==> config.mk <==
export PLATFORM = sky130hd
export DESIGN_NAME = lcd_scan_timer_flat
export DESIGN_NICKNAME = d
export VERILOG_FILES = /design/src/rtl/video_types.sv /design/src/rtl/lcd_scan_timer_if.sv /design/src/rtl/lcd_dot_counter.sv /design/src/rtl/lcd_scan_timer.sv /design/src/flat_wrapper.sv
export SDC_FILE = /design/constraint.sdc
export NUM_CORES = 1
export LEC_CHECK = 0
export ABC_AREA = 1
export ABC_CLOCK_PERIOD_IN_PS = 4350
export CORE_MARGIN = 1.5
export CORE_UTILIZATION = 50
export CTS_BUF_LIST = sky130_fd_sc_hd__clkbuf_8
export DETAILED_ROUTE_END_ITERATION = 10
export HOLD_SLACK_MARGIN = 0.1
export PLACE_DENSITY = 0.85
export SLEW_MARGIN = 20
export SYNTH_ARGS = -nofsm -noshare
export SYNTH_HDL_FRONTEND = slang
export SYNTH_SLANG_ARGS = --single-unit
==> constraint.sdc <==
create_clock -name clk -period 4.35 [get_ports clk]
set_input_delay 0.435 -clock clk [delete_from_list [all_inputs] [get_ports clk]]
set_output_delay 0.435 -clock clk [all_outputs]
set_load 0.1 [all_outputs]
==> src/rtl/video_types.sv <==
// Shared video timing constants and the LCD mode encoding used by the
// scan timer and the bus-side STAT logic.
package video_types;

    localparam int LCD_LINES       = 144;
    localparam int LCD_LINEWIDTH   = 160;
    localparam int DOTS_PER_LINE   = 456;
    localparam int LINES_PER_FRAME = 154;
    localparam int SCAN_START_DOT  = 80;
    localparam int OAM_DOTS        = 80;
    localparam int XFER_DOTS       = 172;

    typedef enum logic [1:0] {
        MODE_HBLANK = 2'd0,
        MODE_VBLANK = 2'd1,
        MODE_OAM    = 2'd2,
        MODE_XFER   = 2'd3
    } LcdMode;

endpackage

==> src/rtl/lcd_scan_timer_if.sv <==
// Framebuffer read port and serial pixel stream between the scan timer
// (master) and the framebuffer / display driver side (slave).
interface lcd_scan_timer_if;

    logic [7:0] pix_rd_line;
    logic [7:0] pix_rd_x;
    logic [1:0] pix_rd_data;
    logic       pix_valid;
    logic [1:0] pix_data;

    modport master (
        output pix_rd_line,
        output pix_rd_x,
        input  pix_rd_data,
        output pix_valid,
        output pix_data
    );

    modport slave (
        input  pix_rd_line,
        input  pix_rd_x,
        output pix_rd_data,
        input  pix_valid,
        input  pix_data
    );

endinterface

==> src/rtl/lcd_dot_counter.sv <==
// Dot and line position counters for the LCD frame. The 'active' flag marks
// cycles where the position is meaningful; the first cycle after enable is
// always line 0, dot 0.
module lcd_dot_counter
    import video_types::*;
(
    input  logic       clk,
    input  logic       reset,
    input  logic       lcd_en,
    output logic       active,
    output logic [8:0] dot,
    output logic [7:0] ly,
    output logic       line_end
);

    localparam logic [8:0] LAST_DOT  = 9'(DOTS_PER_LINE - 1);
    localparam logic [7:0] LAST_LINE = 8'(LINES_PER_FRAME - 1);

    // Advance one dot per clock; a disabled cycle parks the position at the frame origin
    always_ff @(posedge clk) begin
        if (reset || !lcd_en) begin
            active <= 1'b0;
            dot    <= '0;
            ly     <= '0;
        end else if (!active) begin
            active <= 1'b1;
            dot    <= '0;
            ly     <= '0;
        end else if (dot == LAST_DOT) begin
            dot <= '0;
            ly  <= (ly == LAST_LINE) ? 8'd0 : ly + 8'd1;
        end else begin
            dot <= dot + 9'd1;
        end
    end

    assign line_end = active && (dot == LAST_DOT);

endmodule

==> src/rtl/lcd_scan_timer.sv <==
// LCD dot-clock timing generator and pixel scanout engine.
// Optional feature macro: LCD_STAT_IRQ_EN builds the STAT interrupt edge
// detector; without it stat_irq is tied low.
module lcd_scan_timer
    import video_types::*;
(
    input  logic                  clk,
    input  logic                  reset,
    input  logic                  lcd_en,
    input  logic [7:0]            lyc,
    output logic                  drawline,
    output logic [7:0]            ly,
    output logic [1:0]            mode,
    output logic                  lyc_match,
    output logic                  vblank_irq,
    output logic                  stat_irq,
    output logic                  frame_start,
    output logic                  line_end,
    lcd_scan_timer_if.master      pix
);

    localparam logic [8:0] SCAN_FIRST = 9'(SCAN_START_DOT);
    localparam logic [8:0] SCAN_END   = 9'(SCAN_START_DOT + LCD_LINEWIDTH);
    localparam logic [8:0] XFER_FIRST = 9'(OAM_DOTS);
    localparam logic [8:0] HBL_FIRST  = 9'(OAM_DOTS + XFER_DOTS);
    localparam logic [7:0] VBL_LINE   = 8'(LCD_LINES);

    logic       active;
    logic [8:0] dot;
    logic       visible;
    logic       line_start;
    logic       in_scan;
    LcdMode     cur_mode;

    lcd_dot_counter u_counter (
        .clk      (clk),
        .reset    (reset),
        .lcd_en   (lcd_en),
        .active   (active),
        .dot      (dot),
        .ly       (ly),
        .line_end (line_end)
    );

    assign visible    = ly < VBL_LINE;
    assign line_start = active && (dot == 9'd0);
    assign in_scan    = active && visible && (dot >= SCAN_FIRST) && (dot < SCAN_END);

    // Mode follows the dot position; idle timer reports HBlank
    always_comb begin
        cur_mode = MODE_HBLANK;
        if (active) begin
            if (!visible) begin
                cur_mode = MODE_VBLANK;
            end else if (dot < XFER_FIRST) begin
                cur_mode = MODE_OAM;
            end else if (dot < HBL_FIRST) begin
                cur_mode = MODE_XFER;
            end else begin
                cur_mode = MODE_HBLANK;
            end
        end
    end

    assign mode        = cur_mode;
    assign drawline    = line_start && visible;
    assign frame_start = line_start && (ly == 8'd0);
    assign vblank_irq  = line_start && (ly == VBL_LINE);
    assign lyc_match   = (ly == lyc);

    assign pix.pix_rd_line = in_scan ? ly : 8'd0;
    assign pix.pix_rd_x    = in_scan ? 8'(dot - SCAN_FIRST) : 8'd0;

    // Capture the framebuffer read one cycle after its address; dropping lcd_en clears it immediately
    always_ff @(posedge clk) begin
        if (reset || !lcd_en || !in_scan) begin
            pix.pix_valid <= 1'b0;
            pix.pix_data  <= 2'd0;
        end else begin
            pix.pix_valid <= 1'b1;
            pix.pix_data  <= pix.pix_rd_data;
        end
    end

`ifdef LCD_STAT_IRQ_EN
    LcdMode prev_mode;
    logic   prev_match;

    // Remember last cycle's mode and compare result so entries and rises can be seen
    always_ff @(posedge clk) begin
        if (reset) begin
            prev_mode  <= MODE_HBLANK;
            prev_match <= 1'b0;
        end else begin
            prev_mode  <= cur_mode;
            prev_match <= lyc_match;
        end
    end

    assign stat_irq = active &&
                      (((cur_mode != prev_mode) && (cur_mode != MODE_XFER)) ||
                       (lyc_match && !prev_match));
`else
    assign stat_irq = 1'b0;
`endif

endmodule

==> src/flat_wrapper.sv <==
// flat-port wrapper written by rule: the top's interface ports become plain ports
module lcd_scan_timer_flat import video_types::*;
  (clk, reset, lcd_en, lyc, drawline, ly, mode, lyc_match, vblank_irq, stat_irq, frame_start, line_end, pix_pix_rd_line, pix_pix_rd_x, pix_pix_rd_data, pix_pix_valid, pix_pix_data);
  lcd_scan_timer_if pix_i ();
  input  logic clk;
  input  logic reset;
  input  logic lcd_en;
  input  logic [7:0] lyc;
  output logic drawline;
  output logic [7:0] ly;
  output logic [1:0] mode;
  output logic lyc_match;
  output logic vblank_irq;
  output logic stat_irq;
  output logic frame_start;
  output logic line_end;
  output wire logic [$bits(pix_i.pix_rd_line)-1:0] pix_pix_rd_line;
  output wire logic [$bits(pix_i.pix_rd_x)-1:0] pix_pix_rd_x;
  input wire logic [$bits(pix_i.pix_rd_data)-1:0] pix_pix_rd_data;
  output wire logic [$bits(pix_i.pix_valid)-1:0] pix_pix_valid;
  output wire logic [$bits(pix_i.pix_data)-1:0] pix_pix_data;
  assign pix_pix_rd_line = pix_i.pix_rd_line;
  assign pix_pix_rd_x = pix_i.pix_rd_x;
  assign pix_i.pix_rd_data = pix_pix_rd_data;
  assign pix_pix_valid = pix_i.pix_valid;
  assign pix_pix_data = pix_i.pix_data;
  lcd_scan_timer u_core (.clk(clk), .reset(reset), .lcd_en(lcd_en), .lyc(lyc), .drawline(drawline), .ly(ly), .mode(mode), .lyc_match(lyc_match), .vblank_irq(vblank_irq), .stat_irq(stat_irq), .frame_start(frame_start), .line_end(line_end), .pix(pix_i));
endmodule
=== Word level (Yosys, flattened, before mapping) ===
Cells that the tools add are included.

* Bits in registers: 21
* Output and inout port bits: 35
* Word-level logic and storage cells: 43

* $add $sub $neg: 3
* Magnitude comparators: 5
* Equal/unequal tests: 4
* Multiplexer cells: 9
* Bitwise logic cells: 1
* Reduce and logical (&&, ||, !) cells: 16

{| class="wikitable"
|+ Operator list
! cell !! count
|-
| 8-bit two-way mux || 3
|-
| 9-bit by 8-bit < comparator with 1-bit output (second input constant) || 2
|-
| 8-bit equality test (second input constant) || 2
|-
| 9-bit by 1-bit adder with 9-bit output (second input constant) || 1
|-
| 9-bit equality test (second input constant) || 1
|-
| 9-bit by 7-bit >= comparator with 1-bit output (second input constant) || 1
|-
| 9-bit logical NOT || 1
|-
| 9-bit by 7-bit < comparator with 1-bit output (second input constant) || 1
|-
| 8-bit by 1-bit adder with 8-bit output (second input constant) || 1
|-
| 8-bit equality test || 1
|-
| 1-bit logical AND || 8
|-
| 8-bit logical NOT || 1
|-
| 8-bit < comparator (second input constant) || 1
|-
| 2-bit two-way mux || 4
|-
| 8-bit by 7-bit subtractor with 8-bit output (second input constant) || 1
|-
| 3-bit OR reduction || 1
|-
| 1-bit logical NOT || 2
|-
| 1-bit logical OR || 2
|-
| 1-bit two-way mux || 2
|-
| 2-bit OR reduction || 1
|-
| 1-bit inverter || 1
|}

=== Longest topological paths before layout ===
Gate-level depths: netlist (run 1).

* Depth after elaboration: 7
* Gate-level depth with buffers: 10
* Depth with buffers taken out: 9

=== By module ===
Synthesis (run 1) repeated with hierarchy kept, for this count alone.

* Cell total of the unflattened synthesis: 239
* Area total of the unflattened synthesis: 1592.8 sq um

{| class="wikitable"
|+ Modules (own cells, without submodules)
! module !! instances !! cells each !! area each (sq um)
|-
| lcd_dot_counter || 1 || 141 || 964.7
|-
| lcd_scan_timer || 1 || 98 || 628.1
|}

=== Worst setup path before layout (run 1) ===
Ideal clock, no wire load.

* Kind: register to output
* From: reg u_core.u_counter.ly[0]
* To: out lyc_match
* Arrival time: 3504 ps
* Required time: 3915 ps
* Path slack: 411 ps
* Stages on the path, launching flop included: 5
* Buffers on the path: 0
* Cells stage by stage: dfxtp_1 > inv_1 > nand2_1 > nand4_1 > nor3_1

* Cells in the longest elaborated chain, start to end: 1

{| class="wikitable"
|+ Ends and longest elaborated chain
! item !! line !! text
|-
| start, declared || lcd_dot_counter.sv:12 || <nowiki>output logic [7:0] ly,</nowiki>
|-
| start signal, assigned || lcd_dot_counter.sv:31 || <nowiki>ly <= (ly == LAST_LINE) ? 8'd0 : ly + 8'd1;</nowiki>
|-
| 8-bit equality test || lcd_scan_timer.sv:69 || <nowiki>assign lyc_match = (ly == lyc);</nowiki>
|-
| end, declared || flat_wrapper.sv:12 || <nowiki>output logic lyc_match;</nowiki>
|}

No other way between the ends.

=== Worst setup path after layout (run 1) ===
* From: reg u_core.u_counter.dot[4]
* To: out pix_pix_rd_x[0]

* Cells in the longest elaborated chain, start to end: 4
* Elaborated cells on any way between the ends: 5
* Classes of those cells: order compare (2); mux (1); reduce/logical (2)

{| class="wikitable"
|+ Ends and longest elaborated chain
! item !! line !! text
|-
| start, declared || lcd_dot_counter.sv:11 || <nowiki>output logic [8:0] dot,</nowiki>
|-
| start signal, assigned || lcd_dot_counter.sv:33 || <nowiki>dot <= dot + 9'd1;</nowiki>
|-
| 9-bit by 7-bit >= comparator with 1-bit output || lcd_scan_timer.sv:47 || <nowiki>assign in_scan = active && visible && (dot >= SCAN_FIRST) && (dot < SCAN_END);</nowiki>
|-
| 1-bit logical AND || lcd_scan_timer.sv:47 ||
|-
| 1-bit logical AND (*) || lcd_scan_timer.sv:47 ||
|-
| 8-bit two-way mux (*) || lcd_scan_timer.sv:72 || <nowiki>assign pix.pix_rd_x = in_scan ? 8'(dot - SCAN_FIRST) : 8'd0;</nowiki>
|-
| end, declared || flat_wrapper.sv:18 || <nowiki>output wire logic [$bits(pix_i.pix_rd_x)-1:0] pix_pix_rd_x;</nowiki>
|}

Mark *: on every way between the ends. The rest lies on a longest branch, timed or not.

==> qor.csv, run 1 <==
metric;value;unit
status;complete, but fails checks;
failing checks;design-rule violations;
Cells after DPL;294;
Util after Layout;0.714;
setup repair bufs after CTS;0;
PwrDens;182;nW/µm²
first-pass GRT wire length;5690;µm
YS warnings;0;
switching part of the total;0.256;
antenna violations before repair;0;
DRT Pass-1 Iters;7;
Sum Neg Setup Slack;0;ps
CTS tree;built;
layout cells sized above 1;0.124;
Cells after Synth;223;
cell area after technology mapping;1520;µm²
pre-CTS WS;1420;ps
fin crit period;3230;ps
Clock Skew;3.62;ps
GP Congestion;0.818;
Tot Pwr;0.368;mW
most frequent cells in the layout;clkdlybuf4s50_1 (46), nand2_1 (44), nor2_1 (34);
Sequential Power Share;0.527;
Port Buffers;46;
final worst slack;1120;ps
final setup fails;0;
max_cap viols;0;
Seq cells post-synth;21;
CTS H-tree lvls;1;
core area;2830;µm²
register area share after synthesis;0.276;
dpl hpwl;2660;µm
P_int;0.274;mW
largest net degree at the start of global routing;17;
GRT Util Overall;0.214;
Combinational Power Share;0.119;
Residual DRC;5;
post-synth top area cell;dfxtp_1;
CTS Hold Bufs;0;
Worst Path Arrival;2790;ps
post-CTS resize count;0;
top cells by area, synth;dfxtp_1 (28%), nand2_1 (11%), nor2_1 (8.4%), ha_1 (7.4%), inv_1 (6.4%);
Hold Vio Cnt, Final;0;
Yosys cell types;29;
Die ar.;3390;µm²
Rows;19;
Crit Path Max Fanout;16;
kind of critical path;reg -> out;
final worst-path cycle share;0.742;
final cell count without fillers;298;
worst hold slack;471;ps
vias in the first global route;1375;
startpoint types;register;
root buf cell;clkbuf_8;
Worst Setup End Kind;output port;
RSZ-0062 raised after global routing;no;
Vias;1487;
die width;58.2;µm
Worst EP required;3910;ps
Clock Power Share;0.355;
peak supply drop;0.202;mV
P_sw;0.0939;mW
1st-iter DRT viols;60;
Finished Cell Area;2020;µm²
chip height;58.2;µm
Via density;4.99;
mean area per synthesized cell;6.83;µm²
clk_lat worst skew;260;ps
syn nets;245;
leading cell type in the layout, fill and taps excluded;clkdlybuf4s50_1;
Antenna Cells;0;
antenna-violating nets left;0;
Synth top area share;0.276;
# nets final;290;
Leak Pwr;0.872;nW
count of pins over their slew limit;0;
Clock transition at path regs;80;ps
total CTS buffers;3;
DP Area;1970;µm²
synth-to-layout area growth;32.7;%
Initial Utilization;0.538;
Sinks on Clock Net;21;
HP Class;reg -> reg;
Clock Tree Buf Depth;2;
DRT Wirelength;3390;µm
Peak Freq;310;MHz
Rel. slew slack;0.347;
IO Pins;48;
WL/cell;11.4;µm
worst slew pin tran;976;ps
GR Overflow Total;0;
[per-layer routing]
metal	GRT usage	part of all wire	wire length, µm
met1	0.261	0.46	1560
met2	0.362	0.47	1580
met3	0.0424	0.063	213
met4	0.0997	0.010	34
met5	0	0	0
[critical path: stages, from the launching register on]
cell and delay [ps]:
dfxtp_1 540, ha_1 210, nand3_1 90, o21ai_2 220
nand2_4 180, nor2_1 140, clkdlybuf4s50_1 1150
[final cells by class]
class	instances	area (µm²)
inverter	30	113
clock buffer	3	41.3
fill	240	808
tap	31	38.8
timing repair buffer	46	460
multi-input combinational	166	942
sequential	21	420
clock inverter	1	5.00
[path summary, 6_finish.rpt]
path,from,endpoint,slack (ps),cells after the start
worst max-delay path,u_core.u_counter.dot[4]$_SDFF_PP0_,pix_pix_rd_x[0],1120,6
worst min-delay path,u_core.u_counter.dot[0]$_SDFF_PP0_,u_core.u_counter.dot[0]$_SDFF_PP0_,470,1
worst max register to register,u_core.u_counter.dot[4]$_SDFF_PP0_,u_core.u_counter.ly[3]$_SDFFE_PP0N_,2620,9
worst min register to register,u_core.u_counter.dot[0]$_SDFF_PP0_,u_core.u_counter.dot[0]$_SDFF_PP0_,470,1
[flip-flops by register name, indices dropped and copies added, names as in the netlist]
register,count
u_core.u_counter.ly,8
u_core.pix.pix_valid,1
u_core.pix.pix_data,2
u_core.u_counter.active,1
u_core.u_counter.dot,9
[logic make-up after synthesis]
group | Yosys count | share of synthesized area
XOR/XNOR | 9 | 0.0518
other | 1 | 0.00246
adder cells (fa/ha/maj) | 9 | 0.0740
buffers and inverters | 36 | 0.105
AND/OR/NAND/NOR | 133 | 0.442
flip-flops | 21 | 0.276
AO/OA/AOI/OAI | 14 | 0.0485
[cell usage after synthesis, drive strengths merged]
master and number:
a21oi 9, and3 2, buf 6, conb 1
dfxtp 21, ha 9, inv 30, nand2 52
nand3 17, nand3b 1, nand4 4, nor2 50
nor3 5, nor3b 1, o21ai 5, or2 1
xnor2 2, xor2 7
[power groups by stage]
stage / logic (mW) / clock network [mW] / registers, mW
floorplan: 0.0276 / 0 / 0.198
global placement: 0.0432 / 0 / 0.198
detailed placement: 0.0437 / 0 / 0.198
CTS: 0.0438 / 0.133 / 0.194
global route: 0.0468 / 0.142 / 0.194
finish: 0.0436 / 0.130 / 0.194
(Power assumes the default switching activity.)
==> inputs of run 2 (changes only) <==
--- a/config.mk
+++ b/config.mk
@@ -6,13 +6,13 @@
 export NUM_CORES = 1
 export LEC_CHECK = 0
 export ABC_AREA = 1
-export ABC_CLOCK_PERIOD_IN_PS = 4350
+export ABC_CLOCK_PERIOD_IN_PS = 3100
 export CORE_MARGIN = 1.5
-export CORE_UTILIZATION = 50
+export CORE_UTILIZATION = 48
 export CTS_BUF_LIST = sky130_fd_sc_hd__clkbuf_8
 export DETAILED_ROUTE_END_ITERATION = 10
 export HOLD_SLACK_MARGIN = 0.1
-export PLACE_DENSITY = 0.85
+export PLACE_DENSITY = 0.82
 export SLEW_MARGIN = 20
 export SYNTH_ARGS = -nofsm -noshare
 export SYNTH_HDL_FRONTEND = slang
==> constraint.sdc (replaced) <==
create_clock -name clk -period 3.1 [get_ports clk]
set_input_delay 0.31 -clock clk [delete_from_list [all_inputs] [get_ports clk]]
set_output_delay 0.31 -clock clk [all_outputs]
set_load 0.1 [all_outputs]
==> run 2 against run 1 <==
The flow now finishes without violations; clock power up 39%; combinational power up 40%; routed wire length down 3.4%; first-iteration DRC count down 43%.
==> qor.csv, run 2 (synthesized netlist as in run 1, its figures left out) <==
metric;value;unit;change
status;finished, final reports clean;;
Util after Layout;0.654;;-0.0602
Cells after DPL;307;;+4.4%
Port Buffers;46;;unchanged
chip height;59.3;µm;+2.0%
first-pass GRT wire length;5130;µm;-9.8%
final worst-path cycle share;0.726;;
slowest CP cell;dfxtp_1;;
Hold Vio Cnt, Final;0;;unchanged
Worst EP required;2790;ps;-1120 ps
CTS Hold Bufs;0;;unchanged
count of pins over their slew limit;0;;unchanged
worst hold slack;469;ps;-2.46 ps
leading cell type in the layout, fill and taps excluded;nand2_1;;
DRT Pass-1 Iters;4;;-3
Largest Register;u_core.u_counter.dot;;
largest net degree at the start of global routing;17;;unchanged
Die ar.;3520;µm²;+4.0%
WL/cell;10.5;µm;-7.5%
CTS H-tree lvls;1;;unchanged
r2r worst-path depth;9;;unchanged
Residual DRC;0;;-5
FF-to-FF End;u_core.u_counter.ly[3]$_SDFFE_PP0N_;;
CTS tree;built;;
startpoint types;register;;
Sinks on Clock Net;21;;unchanged
slowest stage delay, CP;540;ps;-610 ps
Critical Path Source;u_core.u_counter.dot[4]$_SDFF_PP0_;;
final setup fails;0;;unchanged
GP Congestion;0.889;;+8.7%
total CTS buffers;3;;unchanged
Peak Freq;444;MHz;
PwrDens;259;nW/µm²;+42%
1st-iter DRT viols;34;;-43%
start of the worst register-to-register path;u_core.u_counter.dot[4]$_SDFF_PP0_;;
Antenna Cells;0;;unchanged
peak supply drop;0.235;mV;+16%
final cell count without fillers;311;;+4.4%
crit-path cells;ha_1, nand3_1, o21ai_2, nand2_4, nor2_1, buf_4;;
synth-to-layout area growth;30.1;%;
flop2flop setup slack;1370;ps;-1250 ps
Worst Path Arrival;1940;ps;-850 ps
pre-CTS WS;1130;ps;-293 ps
DRT Wirelength;3270;µm;-3.4%
antenna-violating nets left;0;;unchanged
die width;59.3;µm;+2.0%
Leak Pwr;0.938;nW;+7.5%
max_cap viols;0;;unchanged
# fillers;267;;+11%
IO Pins;48;;unchanged
final worst slack;848;ps;-274 ps
kind of critical path;reg -> out;;
Finished Cell Area;1980;µm²;-2.0%
root buf cell;clkbuf_8;;
Rows;20;;+1
Vias;1473;;-0.94%
vias in the first global route;1198;;-13%
layout cells sized above 1;0.251;;+0.127
GR Overflow Total;0;;unchanged
Clock Skew;1.50;ps;-2.11 ps
Tot Pwr;0.513;mW;+40%
fin crit period;2250;ps;
Crit Path Max Fanout;16;;unchanged
dpl hpwl;2590;µm;-2.7%
setup repair bufs after CTS;0;;unchanged
CP Capture Point;pix_pix_rd_x[7];;
DP Area;1930;µm²;-2.0%
clk_lat worst skew;260;ps;about the same
most frequent cells in the layout;nand2_1 (44), nor2_1 (34), buf_4 (30);;
largest registers;u_core.u_counter.dot (9), u_core.u_counter.ly (8), u_core.pix.pix_data (2);;
GRT Util Overall;0.189;;-0.0253
post-CTS resize count;0;;unchanged
antenna violations before repair;0;;unchanged
worst slew pin tran;967;ps;-9.05 ps
Worst Setup End Kind;output port;;
Sum Neg Setup Slack;0;ps;unchanged
Clock Tree Buf Depth;2;;unchanged
RSZ-0062 raised after global routing;no;;
Rel. slew slack;0.353;;+0.00605
Initial Utilization;0.503;;-0.0354
Clock transition at path regs;80;ps;about the same
Largest register FFs;9;;unchanged
HP Class;reg -> reg;;
core area;3030;µm²;+7.0%
Via density;4.74;;-5.1%
# nets final;290;;unchanged
run 2: changes by cell type in the layout (fill, tap and decap cells not counted), sizes merged:
| cell | before | now |
|---|---|---|
| buf | 0 | 30 |
| clkdlybuf4s50 | 46 | 16 |
run 2: where the power goes:
group	total, mW	leakage [nW]	switching (mW)	internal [mW]
Clock	0.181	0.0255	0.0913	0.0896
Sequential	0.271	0.169	0.000924	0.271
Combinational	0.0609	0.743	0.0377	0.0232
Total	0.513	0.938	0.130	0.383
run 2: layer usage:
metal / global-route usage / up-vias / share of wire
met5: 0 / - / 0
met4: 0.0682 / 0 / 0.012
met3: 0.0328 / 5 / 0.061
met2: 0.325 / 47 / 0.48
met1: 0.235 / 647 / 0.44
li1: - / 774 / -
run 2: critical path, delay by kind of cell, from the launching register on:
kind | cells | cell delay (ps)
fa+ha+maj | 1 | 210
buf+inv | 1 | 300
simple gates | 3 | 410
flops | 1 | 540
compound gates | 1 | 210
run 2: area by class of cell:
type	count	area, µm²	area share
clock buffers	3	41.3	0.0208
clock inverters	1	5.00	0.00253
inverters	30	113	0.0569
multi-input cells	166	961	0.485
flip-flops and latches	21	420	0.212
well taps	44	55.1	0.0278
repair buffers	46	385	0.195
run 2: how the worst min path moves through the flow:
stage | start | to | slack, ps | depth (start not counted)
final | u_core.u_counter.dot[0]$_SDFF_PP0_ | u_core.u_counter.dot[0]$_SDFF_PP0_ | 470 | 1
after global routing | u_core.u_counter.dot[0]$_SDFF_PP0_ | u_core.u_counter.dot[0]$_SDFF_PP0_ | 490 | 1
after CTS | u_core.u_counter.dot[0]$_SDFF_PP0_ | u_core.u_counter.dot[0]$_SDFF_PP0_ | 470 | 1
after detailed placement | u_core.u_counter.dot[0]$_SDFF_PP0_ | u_core.u_counter.dot[0]$_SDFF_PP0_ | 450 | 1
after global placement | u_core.u_counter.dot[0]$_SDFF_PP0_ | u_core.u_counter.dot[0]$_SDFF_PP0_ | 450 | 1
after floorplan | pix_pix_rd_data[0] | u_core.pix.pix_data[0]$_SDFF_PP0_ | 420 | 2
